`src/rtl/cell_check_settle_ctr.sv`:
```
// Settle-window down-counter: load arms a SETTLE-cycle window, and sample_c
// strobes on the last cycle of each window, then the counter re-arms itself.
module cell_check_settle_ctr #(
  parameter int unsigned SETTLE = 4
) (
  input  logic clk,
  input  logic rst,
  input  logic load,
  input  logic en,
  output logic sample_c
);

  localparam int unsigned CW = (SETTLE > 1) ? $clog2(SETTLE) : 1;
  localparam logic [CW-1:0] RELOAD = CW'(SETTLE - 1);

  logic [CW-1:0] count;

  assign sample_c = en && (count == '0);

  always_ff @(posedge clk or posedge rst) begin
    if (rst) begin
      count <= '0;
    end else if (load || sample_c) begin
      count <= RELOAD;
    end else if (en) begin
      count <= count - CW'(1);
    end
  end

endmodule

```
`config.mk`:
```
export PLATFORM = sky130hd
export DESIGN_NAME = cell_check_settle_ctr
export DESIGN_NICKNAME = d
export VERILOG_FILES = /design/src/rtl/cell_check_settle_ctr.sv
export SDC_FILE = /design/constraint.sdc
export NUM_CORES = 1
export LEC_CHECK = 0
export BUFFER_PORTS_ARGS = -buffer_cell sky130_fd_sc_hd__buf_2
export CAP_MARGIN = 30
export CORE_AREA = 5 5 42 44
export CTS_BUF_LIST = sky130_fd_sc_hd__clkbuf_4 sky130_fd_sc_hd__clkbuf_8 sky130_fd_sc_hd__clkbuf_16
export DETAILED_ROUTE_END_ITERATION = 10
export DIE_AREA = 0 0 47 49
export PLACE_DENSITY = 0.32
export SLEW_MARGIN = 15
export SYNTH_ARGS = -nofsm -noshare
export SYNTH_HDL_FRONTEND = slang
export SYNTH_SLANG_ARGS = --single-unit
```
`constraint.sdc`:
```
create_clock -name clk -period 2.4 [get_ports clk]
set_input_delay 0.12 -clock clk [delete_from_list [all_inputs] [get_ports clk]]
set_output_delay 0.12 -clock clk [all_outputs]
set_load 0.005 [all_outputs]
```
# ---- Word-level counts from Yosys, hierarchy flattened
# Index checks and enable logic that the tools add are counted.
dict set report totals {
  ff_bits 2
  latchBits 0
  ramBits 0
  rom_bits 0
  in_bits 4
  mem_count 0
}
dict set report op_classes {
  addsub 1
  multipliers 0
  div 0
  n_lt_le_gt_ge 0
  n_eq_ne 0
  shifts 0
  mux 2
  bitwise 0
  n_reduce_logical 4
}
# op count
set ops {}
lappend ops {{$mux W2} 2}
lappend ops {{$logic_not A2 Y1} 1}
lappend ops {{$reduce_bool A2 Y1} 1}
lappend ops {{$sub A2 B1 Y2 const B} 1}
lappend ops {{$logic_and A1 B1 Y1} 1}
lappend ops {{$logic_or A1 B1 Y1} 1}

# ---- Longest topological paths before layout
dict set report depth {
  word_depth 4
  mapped_depth 4
  depth_no_buf 4
}

# ---- Least setup slack after synthesis
# No wires, ideal clock.
dict set report synth_timing {
  path_type {register to register}
  start {register count[0]}
  end {register count[0]}
  setup_time_ps 122
  arrival_ps 869
  required_time_ps 2278
  setup_slack_ps 1409
  path_stages_with_launch 5
  path_buffers 0
  period_less_slack_ps 991
  cell_sequence {dfrtp_1 -> inv_1 -> ha_1 -> and4bb_2 -> nor2_1}
}
dict set report synth_via {
  elab_chain_cells 4
}
# element line_no
set synth_lines {}
lappend synth_lines {{start: declaration} 16} ;# logic [CW-1:0] count;
lappend synth_lines {{start signal: assignment} 26} ;# count <= count - CW'(1);
lappend synth_lines {{parallel branches: the longest is 4 deep, another holds $sub A2 B1 Y2} n/a}
# Parallel ways; which one is timed is not known. The select of a mux whose other input is x is not followed.
# A chain may end at the register's enable or synchronous reset.

# ---- Worst setup path in the final report
dict set report layout_timing {
  start {register count[0]}
  end {output port sample_c}
}
dict set report layout_via {
  elab_chain_cells 2
}
# element line_no
set layout_lines {}
lappend layout_lines {{$logic_not A2 Y1} 18} ;# assign sample_c = en && (count == '0);
lappend layout_lines {{$logic_and A1 B1 Y1} 18}
lappend layout_lines {{end: declaration} 10} ;# output logic sample_c
# Every way passes these cells.

==> impl_metrics.toml <==
[floorplan]
core_area_mm2 = 0.001401
die_area_mm2 = 0.002303
io_pins = 5
start_util = 0.08304
num_rows = 14
fp.dieH_um = 49
die_x_um = 47

[synthesis]
syn_nets = 18
synthMuxAreaShare = 0
synth_top_family_by_area = "simple AND/OR/NAND/NOR gates"
yosys.area_share.simple = 0.3118
syn_avg_cell_area_um2 = 8.951
ys_ff_latch = 2
synth_cells = 13
ys_seq_area_frac = 0.4301
netlist_area_um2 = 116.4
yosysWarnings = 0
synth_compound_area_frac = 0.05376
yosysUniqueCellTypes = 8
synth_xor_area_frac = 0
synth_fa_ha_area_frac = 0.1075

[job]
drv_cap = 0

[power]
irDropWorstVdd_v = 0.0001647
p_clk_frac = 0.584
swShare = 0.2042
powerDensity_mw_per_mm2 = 656.1
power_frac_seq = 0.309
intPower_w = 0.00009864
p_leak_nw = 0.1002
finalPower_w = 0.0001240
power_switching_w = 0.00002532
combPwrFrac = 0.106

[placed_design]
place_inst = 33
place_hpwl_um = 215.3
place_congestion = 0.6428
port_buffers = 4
placed_area_um2 = 156.4

[global_routing]
grt_usage = 0.03451
antenna_found_initial = 0
overflow = 0
grt_pass1_wl_um = 455
grt_max_degree = 6
grt_pass1_vias = 120

[routing]
wl_um = 277
routedWlPerCell_um = 7.486
vias_per_cell = 3.108
ant_nets = 0
drt_first_pass_iters = 3
drt_iter0_drc = 3
drcViolationCount = 0
via_count = 115

[sta]
fin_crit_sh = 0.5008
setup_viol = 0
fmax_mhz = 832.0
rsz0062_at_grt = "no"
drv_slew = 0
relSlewSlack = 0.8942
setup_tns_ns = 0
worstMarginPinSlew_ns = 0.1575
skew_ns = 0.0002748
period_needed_ns = 1.202
finalHoldViolCount = 0

[min_path]
holdPathStages = 2
hold_path.class = "in2reg"

[layout]
syn_to_final_growth_pct = 62.36
stdcell_area_um2 = 188.9
largest_reg_flops = 2
n_antenna_cell = 0
ff_latch_area_um2 = 50.05
nFillCells = 166
nNetsFinal = 28
finalNonFillerCells = 37
multi_input_area_um2 = 55.05
largest_register = "count"
largest_registers = "count: 2 flops"
drive_gt1_frac = 0.3810
utilization = 0.1348

[clock_tree]
post_cts_buffers = 0
clock_sinks = 2
ctsLongestPathBuffers = 2
cts_buffers = 3
insertion_delay_ns = 0.22
htreeDepth = 1
cts_repair_resize_count = 0
cts_tree = "built"
clk_pin_slew_ns = 0.03
clock-root-buffer = "clkbuf_4"
cts-hold-fix-buffers = 1

[worst_setup_path]
arrival_ns = 1.08
critPathCaptureType = "output pin"
required_ns = 2.28
critPathMaxFanout = 3
reg2reg_depth = 4
critPathKind = "reg2out"
startpoint_type = "register"

[outcome]
status = "finished, final reports clean"
-- final timing paths --
kind	to	slack [ns]	startpoint
setup / recovery	sample_c	1.20	count[0]
hold reg to reg	count[0]	0.54	count[0]
min in group asynchronous	count[0]	0.30	rst
hold / removal	count[1]	0.16	en
setup reg to reg	count[0]	1.36	count[0]
max in group asynchronous	count[1]	1.98	rst
-- layer usage --
layer / track usage / up-vias / wire length [um]
li1: - / 59 / -
met1: 0.03516 / 51 / 141
met2: 0.02489 / 5 / 100
met5: 0 / - / 0
met3: 0.03690 / 0 / 35
met4: 0.05530 / 0 / 0
-- cell families (layout without fill, tap and decap cells) --
family / count (synthesis) / in the layout
flops: 2 / 2
buf+inv: 3 / 11
compound gates: 1 / 1
fa+ha+maj: 1 / 1
simple gates: 6 / 6
-- synthesized netlist by cell type, drive strengths merged --
cell / count / share of area
ha: 1 / 0.11
nor3: 2 / 0.086
and2: 1 / 0.054
and4bb: 1 / 0.11
dfrtp: 2 / 0.43
inv: 3 / 0.097
nor2: 2 / 0.065
a31oi: 1 / 0.054
-- worst max-delay path, stage by stage (launching register included) --
cell,delay [ns]
dfrtp_1,0.35
inv_1,0.05
ha_1,0.21
and2_1,0.14
buf_2,0.12
-- area by class of cell --
type	count	share of cell area
inverter	3	0.05960
sequential	2	0.2649
tap	16	0.1060
clock buffer	3	0.1192
timing repair buffer	5	0.1589
multi-input combinational	8	0.2914
-- metrics by stage --
stage / worst slack (ns) / hold slack, ns
after global placement: 1.381 / -0.02521
after CTS: 1.188 / 0.1487
final: 1.198 / 0.1599
after floorplan: 1.409 / -0.1388
after detailed placement: 1.355 / -0.02023
after global routing: 1.133 / 0.1561
-- cell usage in the layout, fill, tap and decap left out, drive strengths merged --
cell type	instances
nor3	2
clkbuf	3
dfrtp	2
a31oi	1
and2	1
and4bb	1
buf	4
dlygate4sd3	1
ha	1
inv	3
nor2	2
-- power by group through the flow --
stage	Combinational [W]	Sequential (W)	Clock, W
2_1_floorplan	0.00000682	0.0000383	0
3_3_place_gp	0.0000114	0.0000385	0
3_5_place_dp	0.0000121	0.0000387	0
4_1_cts	0.0000134	0.0000383	0.0000762
5_1_grt	0.0000148	0.0000387	0.0000838
6_report	0.0000132	0.0000384	0.0000724
(Power assumes the default switching activity.)
